File: config.mk
export PLATFORM = sky130hd
export DESIGN_NAME = mmio_uart_tx_flat
export DESIGN_NICKNAME = d
export VERILOG_FILES = /design/src/rtl/mmio_uart_pkg.sv /design/src/rtl/mmio_uart_tx_if.sv /design/src/rtl/sync_fifo.sv /design/src/rtl/mmio_uart_tx.sv /design/src/flat_wrapper.sv
export SDC_FILE = /design/constraint.sdc
export NUM_CORES = 1
export LEC_CHECK = 0
export ABC_AREA = 1
export CORE_MARGIN = 2
export CORE_UTILIZATION = 44
export DETAILED_ROUTE_END_ITERATION = 8
export MAX_ROUTING_LAYER = met4
export PLACE_DENSITY = 0.77
export SLEW_MARGIN = 20
export SYNTH_ARGS = -nofsm -noshare
export SYNTH_HDL_FRONTEND = slang
export SYNTH_SLANG_ARGS = --single-unit
export TNS_END_PERCENT = 20
File: constraint.sdc
create_clock -name clk -period 3.3 [get_ports clk]
set_input_delay 0.33 -clock clk [delete_from_list [all_inputs] [get_ports clk]]
set_output_delay 0.33 -clock clk [all_outputs]
set_load 0.01 [all_outputs]
File: src/rtl/mmio_uart_pkg.sv
// Shared types and register offsets for the memory-mapped UART.
// Imported by the UART top, its bus interface users and the bench.
package mmio_uart_pkg;

    typedef enum logic [1:0] {
        IDLE,
        START,
        DATA,
        STOP
    } uart_tx_state_t;

    localparam logic [3:0] UART_TXDATA  = 4'h0;
    localparam logic [3:0] UART_STATUS  = 4'h4;
    localparam logic [3:0] UART_DIVISOR = 4'h8;

    localparam int ST_FULL  = 0;
    localparam int ST_EMPTY = 1;
    localparam int ST_BUSY  = 2;
    localparam int ST_OVF   = 3;

endpackage

File: src/rtl/mmio_uart_tx_if.sv
// Data-memory port as seen by an MMIO responder.
// The core drives the master side; peripherals take the slave side.
interface mmio_uart_tx_if #(
    parameter int WIDTH = 32
);
    logic [WIDTH-1:0] wr_addr;
    logic             we;
    logic [2:0]       wr_bytes;
    logic [WIDTH-1:0] wr_data;
    logic [WIDTH-1:0] rd_addr;
    logic             re;
    logic [2:0]       rd_bytes;
    logic             rd_unsigned;
    logic [WIDTH-1:0] rd_data;

    modport master (
        output wr_addr, we, wr_bytes, wr_data,
        output rd_addr, re, rd_bytes, rd_unsigned,
        input  rd_data
    );

    modport slave (
        input  wr_addr, we, wr_bytes, wr_data,
        input  rd_addr, re, rd_bytes, rd_unsigned,
        output rd_data
    );
endinterface

File: src/rtl/sync_fifo.sv
// Single-clock FIFO with extra-bit pointers and a show-ahead head.
// A push while full is taken only when a pop frees a slot the same cycle.
module sync_fifo #(
    parameter int WIDTH = 8,
    parameter int DEPTH = 8
) (
    input  logic             clk,
    input  logic             rst,
    input  logic             push,
    input  logic             pop,
    input  logic [WIDTH-1:0] din,
    output logic [WIDTH-1:0] dout,
    output logic             full,
    output logic             empty
);
    localparam int AW = $clog2(DEPTH);

    logic [AW:0]      wp_q, rp_q;
    logic [WIDTH-1:0] mem_q [DEPTH];
    logic             do_push, do_pop;

    assign full  = (wp_q[AW] != rp_q[AW]) &&
                   (wp_q[AW-1:0] == rp_q[AW-1:0]);
    assign empty = (wp_q == rp_q);
    assign dout  = mem_q[rp_q[AW-1:0]];

    assign do_push = push && (!full || pop);
    assign do_pop  = pop && !empty;

    always_ff @(posedge clk or posedge rst) begin
        if (rst) begin
            wp_q <= '0;
            rp_q <= '0;
        end else begin
            if (do_push) wp_q <= wp_q + 1'b1;
            if (do_pop)  rp_q <= rp_q + 1'b1;
        end
    end

    always_ff @(posedge clk) begin
        if (do_push) mem_q[wp_q[AW-1:0]] <= din;
    end

endmodule

File: src/rtl/mmio_uart_tx.sv
// UART transmitter responding on the data-memory port.
// Register decode, load extension, TX FIFO and 8N1 serialiser.
module mmio_uart_tx
    import mmio_uart_pkg::*;
#(
    parameter int               WIDTH        = 32,
    parameter logic [WIDTH-1:0] BASE_ADDR    = 32'h1000_0000,
    parameter int               CLKS_PER_BIT = 16,
    parameter int               FIFO_DEPTH   = 8
) (
    input  logic          clk,
    input  logic          rst,
    mmio_uart_tx_if.slave bus,
    output logic          tx
);
    uart_tx_state_t state_q, state_d;

    logic [15:0]      div_q, div_d, div_new;
    logic [15:0]      lat_q, cnt_q;
    logic [7:0]       shift_q;
    logic [2:0]       idx_q;
    logic             ovf_q, ovf_d;
    logic [WIDTH-1:0] rd_data_q, rd_data_d, rd_val;
    logic [3:0]       status_v;

    logic       w_hit, r_hit, push, pop, clr_ovf, div_we;
    logic       full, empty, busy, bit_done;
    logic [7:0] fifo_dout;
    logic       unused_bits;

    function automatic logic [WIDTH-1:0] ld_ext(
        input logic [WIDTH-1:0] v,
        input logic [2:0]       n,
        input logic             uns
    );
        case (n)
            3'd1:    return uns ? {{(WIDTH-8){1'b0}}, v[7:0]}
                                : {{(WIDTH-8){v[7]}}, v[7:0]};
            3'd2:    return uns ? {{(WIDTH-16){1'b0}}, v[15:0]}
                                : {{(WIDTH-16){v[15]}}, v[15:0]};
            default: return v;
        endcase
    endfunction

    assign unused_bits = ^bus.wr_data[WIDTH-1:16];

    // Sub-word offsets never act: only addr[1:0]==0 hits a register.
    assign w_hit = bus.we &&
                   (bus.wr_addr[WIDTH-1:4] == BASE_ADDR[WIDTH-1:4]) &&
                   (bus.wr_addr[1:0] == 2'b00);
    assign r_hit = bus.re &&
                   (bus.rd_addr[WIDTH-1:4] == BASE_ADDR[WIDTH-1:4]) &&
                   (bus.rd_addr[1:0] == 2'b00);

    assign push    = w_hit && (bus.wr_addr[3:0] == UART_TXDATA);
    assign clr_ovf = w_hit && (bus.wr_addr[3:0] == UART_STATUS) &&
                     bus.wr_data[ST_OVF];
    assign div_we  = w_hit && (bus.wr_addr[3:0] == UART_DIVISOR);

    assign div_new = (bus.wr_bytes == 3'd1) ?
                     {div_q[15:8], bus.wr_data[7:0]} : bus.wr_data[15:0];
    assign div_d   = !div_we ? div_q :
                     (div_new == 16'd0) ? 16'd1 : div_new;

    // A dropped push sets overflow even if software clears it this cycle.
    assign ovf_d = (push && full && !pop) || (ovf_q && !clr_ovf);

    sync_fifo #(
        .WIDTH (8),
        .DEPTH (FIFO_DEPTH)
    ) u_fifo (
        .clk   (clk),
        .rst   (rst),
        .push  (push),
        .pop   (pop),
        .din   (bus.wr_data[7:0]),
        .dout  (fifo_dout),
        .full  (full),
        .empty (empty)
    );

    always_comb begin
        status_v           = '0;
        status_v[ST_FULL]  = full;
        status_v[ST_EMPTY] = empty;
        status_v[ST_BUSY]  = busy;
        status_v[ST_OVF]   = ovf_q;
        rd_val             = '0;
        case (bus.rd_addr[3:0])
            UART_STATUS:  rd_val = {{(WIDTH-4){1'b0}}, status_v};
            UART_DIVISOR: rd_val = {{(WIDTH-16){1'b0}}, div_q};
            default:      rd_val = '0;
        endcase
        rd_data_d = r_hit ?
                    ld_ext(rd_val, bus.rd_bytes, bus.rd_unsigned) : '0;
    end

    assign bus.rd_data = rd_data_q;

    always_ff @(posedge clk or posedge rst) begin
        if (rst) begin
            div_q     <= 16'(CLKS_PER_BIT);
            ovf_q     <= 1'b0;
            rd_data_q <= '0;
        end else begin
            div_q     <= div_d;
            ovf_q     <= ovf_d;
            rd_data_q <= rd_data_d;
        end
    end

    always_ff @(posedge clk or posedge rst) begin
        if (rst) state_q <= IDLE;
        else     state_q <= state_d;
    end

    assign bit_done = (cnt_q == 16'd1);

    always_comb begin
        state_d = state_q;
        pop     = 1'b0;
        unique case (state_q)
            IDLE: if (!empty) begin
                state_d = START;
                pop     = 1'b1;
            end
            START: if (bit_done) state_d = DATA;
            DATA:  if (bit_done && idx_q == 3'd7) state_d = STOP;
            STOP: if (bit_done) begin
                if (!empty) begin
                    state_d = START;
                    pop     = 1'b1;
                end else begin
                    state_d = IDLE;
                end
            end
            default: state_d = IDLE;
        endcase
    end

    always_comb begin
        busy = (state_q != IDLE);
        tx   = 1'b1;
        unique case (state_q)
            START:   tx = 1'b0;
            DATA:    tx = shift_q[0];
            default: tx = 1'b1;
        endcase
    end

    // Divisor is captured per frame so mid-frame writes wait a frame.
    always_ff @(posedge clk or posedge rst) begin
        if (rst) begin
            cnt_q   <= 16'd1;
            lat_q   <= 16'd1;
            shift_q <= '0;
            idx_q   <= '0;
        end else if (pop) begin
            cnt_q   <= div_q;
            lat_q   <= div_q;
            shift_q <= fifo_dout;
            idx_q   <= '0;
        end else if (state_q != IDLE) begin
            if (bit_done) begin
                cnt_q <= lat_q;
                if (state_q == DATA) begin
                    shift_q <= shift_q >> 1;
                    idx_q   <= idx_q + 3'd1;
                end
            end else begin
                cnt_q <= cnt_q - 16'd1;
            end
        end
    end

endmodule

File: src/flat_wrapper.sv
// flat-port wrapper written by rule: the top's interface ports become plain ports
module mmio_uart_tx_flat import mmio_uart_pkg::*;
#(
    parameter int               WIDTH        = 32,
    parameter logic [WIDTH-1:0] BASE_ADDR    = 32'h1000_0000,
    parameter int               CLKS_PER_BIT = 16,
    parameter int               FIFO_DEPTH   = 8
)
  (clk, rst, tx, bus_wr_addr, bus_we, bus_wr_bytes, bus_wr_data, bus_rd_addr, bus_re, bus_rd_bytes, bus_rd_unsigned, bus_rd_data);
  mmio_uart_tx_if #(.WIDTH(WIDTH)) bus_i ();
  input  logic clk;
  input  logic rst;
  output logic tx;
  input wire logic [$bits(bus_i.wr_addr)-1:0] bus_wr_addr;
  input wire logic [$bits(bus_i.we)-1:0] bus_we;
  input wire logic [$bits(bus_i.wr_bytes)-1:0] bus_wr_bytes;
  input wire logic [$bits(bus_i.wr_data)-1:0] bus_wr_data;
  input wire logic [$bits(bus_i.rd_addr)-1:0] bus_rd_addr;
  input wire logic [$bits(bus_i.re)-1:0] bus_re;
  input wire logic [$bits(bus_i.rd_bytes)-1:0] bus_rd_bytes;
  input wire logic [$bits(bus_i.rd_unsigned)-1:0] bus_rd_unsigned;
  output wire logic [$bits(bus_i.rd_data)-1:0] bus_rd_data;
  assign bus_i.wr_addr = bus_wr_addr;
  assign bus_i.we = bus_we;
  assign bus_i.wr_bytes = bus_wr_bytes;
  assign bus_i.wr_data = bus_wr_data;
  assign bus_i.rd_addr = bus_rd_addr;
  assign bus_i.re = bus_re;
  assign bus_i.rd_bytes = bus_rd_bytes;
  assign bus_i.rd_unsigned = bus_rd_unsigned;
  assign bus_rd_data = bus_i.rd_data;
  mmio_uart_tx #(.WIDTH(WIDTH), .BASE_ADDR(BASE_ADDR), .CLKS_PER_BIT(CLKS_PER_BIT), .FIFO_DEPTH(FIFO_DEPTH)) u_core (.clk(clk), .rst(rst), .bus(bus_i), .tx(tx));
endmodule
==> impl_summary.log, run 1 <==
INFO  metric crit_path_cell_trace = inv_1, nand2_1, nand2_1, nand2_1, nor2_4, nor2_4, nand2_4, nand2_1, nand3_1, nor2_1, buf_4
INFO  metric register_area = 4100 um^2
INFO  metric dp.final_hpwl = 13300 um
INFO  metric critPathMostFrequentCell = sky130_fd_sc_hd__nand2_1
INFO  metric slew_headroom = 0.480
INFO  metric netlist_top_cells_count = sky130_fd_sc_hd__nand2_1, sky130_fd_sc_hd__nor2_1, sky130_fd_sc_hd__dfrtp_1
INFO  metric worst-path-max-fanout = 20
INFO  metric worstSetupEndpointType = register
INFO  metric cts-buffers-inserted = 17
INFO  metric cts-root-buf = sky130_fd_sc_hd__clkbuf_16
INFO  metric proportion_of_synthesized_flip_flops_having_asynchronous_set_or_reset = 0.576
INFO  metric maxClockFrequency = 376 MHz
INFO  metric ys_top_cells_by_area = sky130_fd_sc_hd__dfrtp_1, sky130_fd_sc_hd__edfxtp_1, sky130_fd_sc_hd__nand2_1, sky130_fd_sc_hd__nor2_1, sky130_fd_sc_hd__o21ai_0
INFO  metric antenna_found_initial = 0
INFO  metric groute.usage.overall = 0.217
INFO  metric r2r_cells = 11
INFO  metric synth_cells = 933
INFO  metric worst_slew_pin_slew = 776 ps
INFO  metric post_cts.repair.setup_buffers = 0
INFO  metric cts.clk_slew.worst_paths = 70 ps
INFO  metric clkLatencyLatePin = 440 ps
INFO  metric effective_utilization_at_floorplan = 0.446
INFO  metric number_of_port_buffers = 123
INFO  metric grt_pass1_wl = 30200 um
INFO  metric die_width = 136 um
INFO  metric timing_hold_violations_final = 0
INFO  metric cp_data_arrival_time = 2810 ps
INFO  metric antenna_viol_nets_final = 0
INFO  metric synth.cell_area = 7660 um^2
INFO  metric synth_top_area_share = 0.275
INFO  metric postSynthAreaPerCell = 8.21 um^2
INFO  metric design.die.area = 18500 um^2
INFO  metric die_height = 136 um
INFO  metric critPathRequiredTime = 3440 ps
INFO  metric powerDensity = 441 nW/um^2
INFO  metric timing.setup.tns = 0 ps
INFO  metric final_min_period_over_clock_period = 0.806
INFO  metric firstDrtPassIters = 6
INFO  metric core.rowCount = 48
INFO  metric cts-hold-fix-buffers = 0
INFO  metric pwr-share-seq = 0.472
INFO  metric yosys_warnings = 0
INFO  metric drt_drc_violations_left = 0
INFO  metric worst_ir_drop_vdd = 0.419 mV
INFO  metric p_comb_frac = 0.053
INFO  metric setup_viol_count_final = 0
INFO  metric multi_input_comb_area = 2990 um^2
INFO  metric number_of_global_route_vias_before_repair = 6073
INFO  metric finalNetCount = 1169
INFO  metric grt_start_max_net_pins = 56
INFO  metric htreeDepth = 4
INFO  metric maxCapViolCount = 0
INFO  metric fin_hold_ws = 260 ps
INFO  metric max_stage_delay = 550 ps
INFO  metric synth_nets = 1051
INFO  metric crit_type = register to register
INFO  metric timing.rr.end = u_core.u_fifo.mem_q[4][5]
INFO  metric critical_path.startpoint_type = register
INFO  metric postCtsResizedCells = 0
INFO  metric floorplan.io_pins = 140
INFO  metric layout.filler_cells = 1564
INFO  metric run_status = completed
INFO  metric internal_power = 3.28 mW
INFO  metric detail_route.wirelength = 18500 um
INFO  metric synth_enable_flop_cells = 64
INFO  metric tritoncts = yes
INFO  metric regToRegStartpoint = u_core.u_fifo.rp_q[2]
INFO  metric skew = 23.5 ps
INFO  metric yosysUniqueCellTypes = 37
INFO  metric critical-path-slowest-cell = sky130_fd_sc_hd__dfrtp_1
INFO  metric cts-root-to-sink-buffers = 2
INFO  metric detailed_router_s_first_iteration_violation_count = 504
INFO  metric worst_hold_path_type = primary input to asynchronous set/reset pin
INFO  metric cts_num_sinks = 151
INFO  metric syn2layout_area_growth = 26.5%
INFO  metric post-synth-top-count-cell = sky130_fd_sc_hd__nand2_1
INFO  metric wl_per_cell = 14.4 um
INFO  metric synth_area_leader = sky130_fd_sc_hd__dfrtp_1
INFO  metric rsz0062_at_grt = no
INFO  metric grt_overflow_total = 0
INFO  metric synth_seq_area_share = 0.536
INFO  metric ys.flop_type = sky130_fd_sc_hd__dfrtp_1
INFO  metric core_area = 17200 um^2
INFO  metric switching_power_total = 0.987 mW
INFO  metric globalplace.congestion = 0.902
INFO  metric worst-r2r-setup-slack = 640 ps
INFO  metric p_sw_frac = 0.231
INFO  metric drt-vias-per-instance = 4.98
INFO  metric power.leakage = 4.38 nW
INFO  metric period_minus_slack = 2660 ps
INFO  metric final-max-slew-violation-count = 0
INFO  metric vias = 6422
INFO  metric clockPowerShare = 0.475
INFO  metric post_route_cells_drive_above_1_share = 0.0780
INFO  metric insertedDiodeCount = 0
INFO  metric flops_latches_synth = 151
## registers in the layout (all words and copies together) (netlist names)
| name | count |
|---|---|
| u_core.idx_q | 3 |
| u_core.div_q | 16 |
| u_core.state_q | 2 |
| u_core.ovf_q | 1 |
| u_core.shift_q | 8 |
| u_core.bus.rd_data | 17 |
| u_core.u_fifo.wp_q | 4 |
| u_core.cnt_q | 16 |
| u_core.lat_q | 16 |
| u_core.u_fifo.mem_q | 64 |
| u_core.u_fifo.rp_q | 4 |
## cell families after synthesis
kind of cell | synth area share
xor gates and xnor gates | 0.00801
DFF | 0.536
and+or+nand+nor | 0.287
buffers and inverters | 0.0735
AOI/OAI and AO/OA | 0.0773
adders and majority gates | 0.0180
## how the worst max path moves through the flow
| stage | from | to | slack, ps | cells past startpoint |
|---|---|---|---|---|
| after CTS | u_core.u_fifo.rp_q[2] | u_core.u_fifo.mem_q[4][6] | 670 | 11 |
| after global routing | u_core.u_fifo.rp_q[2] | u_core.u_fifo.mem_q[3][1] | 360 | 11 |
| after floorplan | rst | u_core.bus.rd_data[0] | 720 | 1 |
| after global placement | bus_wr_addr[31] | u_core.u_fifo.mem_q[3][0] | 730 | 10 |
| final | u_core.u_fifo.rp_q[2] | u_core.u_fifo.mem_q[4][5] | 640 | 11 |
| after detailed placement | u_core.u_fifo.rp_q[2] | u_core.u_fifo.mem_q[4][6] | 700 | 11 |
## layout make-up
class                           count  area share
Inverter                           75      0.0292
Timing Repair Buffer              144       0.145
Sequential cell                   151       0.424
Clock inverter                     15      0.0205
Tap cell                          225      0.0291
Clock buffer                       17      0.0439
Multi-Input combinational cell    662       0.309
## through the flow
step | area (um^2) | std cells | setup WS [ps] | util | power [mW]
6_report | 9680 | 1289 | 639 | 0.564 | 4.27
5_1_grt | 9680 | 1289 | 359 | 0.564 | 4.42
4_1_cts | 9680 | 1289 | 673 | 0.564 | 4.29
3_5_place_dp | 9060 | 1257 | 695 | 0.527 | 2.28
3_3_place_gp | 9060 | 1257 | 735 | 0.527 | 2.27
2_1_floorplan | 7660 | 933 | 725 | - | 2.13
## per-layer routing
metal	wire length (um)	share of wire	track usage	vias to the layer above
met1	8120	0.44	0.284	2957
met5	0	0	-	-
met3	1040	0.056	0.0444	25
met4	271	0.015	0.0677	0
met2	9100	0.49	0.343	212
li1	-	-	-	3228
## placed cells by master, fill, tap and decap left out, types with 3 or more instances in the layout
cell type and n:
sky130_fd_sc_hd__a21oi_1 17, sky130_fd_sc_hd__a21oi_2 3, sky130_fd_sc_hd__buf_4 20, sky130_fd_sc_hd__clkbuf_16 17, sky130_fd_sc_hd__clkdlybuf4s50_1 123, sky130_fd_sc_hd__clkinv_8 3, sky130_fd_sc_hd__dfrtp_1 84, sky130_fd_sc_hd__dfstp_2 3
sky130_fd_sc_hd__edfxtp_1 64, sky130_fd_sc_hd__ha_1 11, sky130_fd_sc_hd__inv_1 70, sky130_fd_sc_hd__inv_2 3, sky130_fd_sc_hd__inv_6 6, sky130_fd_sc_hd__inv_8 3, sky130_fd_sc_hd__nand2_1 288, sky130_fd_sc_hd__nand2_2 8
sky130_fd_sc_hd__nand3_1 57, sky130_fd_sc_hd__nand3b_1 3, sky130_fd_sc_hd__nor2_1 156, sky130_fd_sc_hd__nor2_4 5, sky130_fd_sc_hd__nor3_1 5, sky130_fd_sc_hd__o21ai_0 69, sky130_fd_sc_hd__o22ai_1 15, sky130_fd_sc_hd__or2_2 4
sky130_fd_sc_hd__xor2_1 5
## power by group through the flow
stage	combinational [mW]	sequential (mW)	clock, mW
6_report	0.227	2.01	2.03
3_5_place_dp	0.229	2.05	0
3_3_place_gp	0.223	2.05	0
4_1_cts	0.231	2.01	2.05
2_1_floorplan	0.0815	2.05	0
5_1_grt	0.256	2.02	2.14
## worst max-delay path, delay by kind of cell (launching register included)
kind	cells	cell delay, ps
flip-flops	1	550
buffers and inverters	2	450
AND/OR/NAND/NOR	9	1350
Power figures use the tool's default switching activity.
==> run 2: changes to the inputs <==
==> constraint.sdc (replaced) <==
create_clock -name clk -period 2.7 [get_ports clk]
set_input_delay 0.27 -clock clk [delete_from_list [all_inputs] [get_ports clk]]
set_output_delay 0.27 -clock clk [all_outputs]
set_load 0.01 [all_outputs]
==> impl_summary.log, run 2 (synthesis results as in run 1) <==
INFO  metric floorplan.io_pins = 140 (unchanged)
INFO  metric tritoncts = yes (unchanged)
INFO  metric timing.rr.end = u_core.u_fifo.mem_q[7][3] (was u_core.u_fifo.mem_q[4][5])
INFO  metric worstSetupEndpointType = register (unchanged)
INFO  metric worst-r2r-setup-slack = 250 ps (was 640 ps)
INFO  metric finalNetCount = 1183 (was 1169)
INFO  metric cts.clk_slew.worst_paths = 60 ps (was 70 ps)
INFO  metric groute.usage.overall = 0.217 (about the same)
INFO  metric number_of_global_route_vias_before_repair = 6083 (was 6073)
INFO  metric layout.cells.non_filler = 1302 (was 1289)
INFO  metric critPathRequiredTime = 2850 ps (was 3440 ps)
INFO  metric worst-path-max-fanout = 7 (was 20)
INFO  metric worst_hold_path_type = primary input to asynchronous set/reset pin (unchanged)
INFO  metric period_minus_slack = 2450 ps (was 2660 ps)
INFO  metric critical_path.startpoint_type = register (unchanged)
INFO  metric power.leakage = 4.41 nW (was 4.38 nW)
INFO  metric grt_start_max_net_pins = 39 (was 56)
INFO  metric final_min_period_over_clock_period = 0.908 (was 0.806)
INFO  metric timing_hold_violations_final = 0 (unchanged)
INFO  metric flip_flop_count_of_the_largest_register_all_copies_and_words_added = 64 (unchanged)
INFO  metric firstDrtPassIters = 5 (was 6)
INFO  metric internal_power = 3.80 mW (was 3.28 mW)
INFO  metric maxClockFrequency = 408 MHz (was 376 MHz)
INFO  metric design.die.area = 18500 um^2 (unchanged)
INFO  metric die_width = 136 um (unchanged)
INFO  metric htreeDepth = 4 (unchanged)
INFO  metric post_cts.repair.setup_buffers = 0 (unchanged)
INFO  metric crit_type = register to register (unchanged)
INFO  metric clockPowerShare = 0.443 (was 0.475)
INFO  metric dp.final_hpwl = 13400 um (was 13300 um)
INFO  metric antenna_found_initial = 0 (unchanged)
INFO  metric worst_ir_drop_vdd = 0.470 mV (was 0.419 mV)
INFO  metric core.rowCount = 48 (unchanged)
INFO  metric vias = 6560 (was 6422)
INFO  metric cts-root-to-sink-buffers = 2 (unchanged)
INFO  metric number_of_port_buffers = 123 (unchanged)
INFO  metric final_common_cell = sky130_fd_sc_hd__nand2_1 (unchanged)
INFO  metric globalplace.congestion = 0.870 (was 0.902)
INFO  metric clkLatencyLatePin = 430 ps (was 440 ps)
INFO  metric switching_power_total = 1.14 mW (was 0.987 mW)
INFO  metric regToRegStartpoint = u_core.cnt_q[0] (was u_core.u_fifo.rp_q[2])
INFO  metric setup_viol_count_final = 0 (unchanged)
INFO  metric cts_num_sinks = 151 (unchanged)
INFO  metric timing.setup.tns = 0 ps (unchanged)
INFO  metric effective_utilization_at_floorplan = 0.446 (unchanged)
INFO  metric wl_per_cell = 14.4 um (about the same)
INFO  metric skew = 7.06 ps (was 23.5 ps)
INFO  metric worst_slew_pin_slew = 653 ps (was 776 ps)
INFO  metric p_comb_frac = 0.058 (was 0.053)
INFO  metric insertedDiodeCount = 0 (unchanged)
INFO  metric r2r_cells = 12 (was 11)
INFO  metric cts-hold-fix-buffers = 0 (unchanged)
INFO  metric antenna_viol_nets_final = 0 (unchanged)
INFO  metric drt-vias-per-instance = 5.04 (was 4.98)
INFO  metric rsz0062_at_grt = no (unchanged)
INFO  metric numPlacedInstances = 1271 (was 1257)
INFO  metric post_route_cells_drive_above_1_share = 0.0882 (was 0.0780)
INFO  metric detailed_router_s_first_iteration_violation_count = 473 (was 504)
INFO  metric syn2layout_area_growth = 26.7% (was 26.5%)
INFO  metric cts-buffers-inserted = 17 (unchanged)
INFO  metric detail_route.wirelength = 18700 um (was 18500 um)
INFO  metric layout.cells.most_common_list = sky130_fd_sc_hd__nand2_1, sky130_fd_sc_hd__nor2_1, sky130_fd_sc_hd__clkdlybuf4s50_1 (unchanged)
INFO  metric run_status = completed (unchanged)
INFO  metric maxCapViolCount = 0 (unchanged)
INFO  metric pwr-share-seq = 0.499 (was 0.472)
INFO  metric p_sw_frac = 0.230 (was 0.231)
INFO  metric die_height = 136 um (unchanged)
INFO  metric final-max-slew-violation-count = 0 (unchanged)
INFO  metric core_area = 17200 um^2 (unchanged)
INFO  metric cts-root-buf = sky130_fd_sc_hd__clkbuf_16 (unchanged)
INFO  metric postCtsResizedCells = 0 (unchanged)
INFO  metric powerDensity = 509 nW/um^2 (was 441 nW/um^2)
INFO  metric slew_headroom = 0.564 (was 0.480)
INFO  metric cp_data_arrival_time = 2600 ps (was 2810 ps)
INFO  metric grt_overflow_total = 0 (unchanged)
INFO  metric drt_drc_violations_left = 0 (unchanged)
INFO  metric grt_pass1_wl = 30300 um (was 30200 um)
run 2: routing by layer:
layer  vias to the layer above  track usage  share of wire
met5                         -            -              0
met1                      3085        0.287           0.44
met3                        28       0.0440          0.055
met2                       197        0.339           0.48
met4                         0       0.0671          0.020
li1                       3250            -              -
run 2: worst max path at each step:
stage | from | endpoint | slack, ps
4_1_cts | u_core.cnt_q[0] | u_core.u_fifo.mem_q[6][3] | 270
5_1_grt | u_core.cnt_q[0] | u_core.u_fifo.mem_q[6][3] | 10
6_report | u_core.cnt_q[0] | u_core.u_fifo.mem_q[7][3] | 250
3_3_place_gp | bus_wr_addr[31] | u_core.u_fifo.mem_q[6][3] | 170
2_1_floorplan | rst | u_core.bus.rd_data[0] | 180
3_5_place_dp | bus_wr_addr[31] | u_core.u_fifo.mem_q[5][4] | 150
run 2: layout make-up:
class | count | area (um^2)
fill | 1558 | 7470
sequential | 151 | 4100
multi-input combinational | 662 | 2990
timing repair buffer | 158 | 1510
clock buffer | 17 | 425
inverter | 75 | 283
tap | 225 | 282
clock inverter | 14 | 115
run 2: metrics by stage:
stage                     hold WS (ps)  instance area (um^2)  setup WS (ps)   util  power (mW)
after floorplan                    369                  7660            185      -        2.60
after global placement             448                  9170            168  0.534        2.79
after detailed placement           453                  9170            149  0.534        2.79
after CTS                          268                  9710            267  0.565        4.96
after global routing               281                  9710           12.6  0.565        5.11
final                              245                  9710            247  0.565        4.94
run 2: power groups by stage:
stage,logic [mW],registers (mW),clock network (mW)
global placement,0.282,2.51,0
global route,0.324,2.47,2.32
CTS,0.290,2.46,2.21
detailed placement,0.288,2.50,0
floorplan,0.0996,2.50,0
finish,0.286,2.46,2.19
run 2: worst max-delay path: stages, from the launching register on:
cell	delay [ps]
sky130_fd_sc_hd__dfstp_2	550
sky130_fd_sc_hd__ha_1	140
sky130_fd_sc_hd__inv_1	50
sky130_fd_sc_hd__nor2_1	120
sky130_fd_sc_hd__nand2_1	70
sky130_fd_sc_hd__nor2_1	120
sky130_fd_sc_hd__nand3_1	100
sky130_fd_sc_hd__nand2_2	150
sky130_fd_sc_hd__nand2_4	110
sky130_fd_sc_hd__nand2_1	190
sky130_fd_sc_hd__nand3_1	220
sky130_fd_sc_hd__nor2_1	180
sky130_fd_sc_hd__buf_4	170
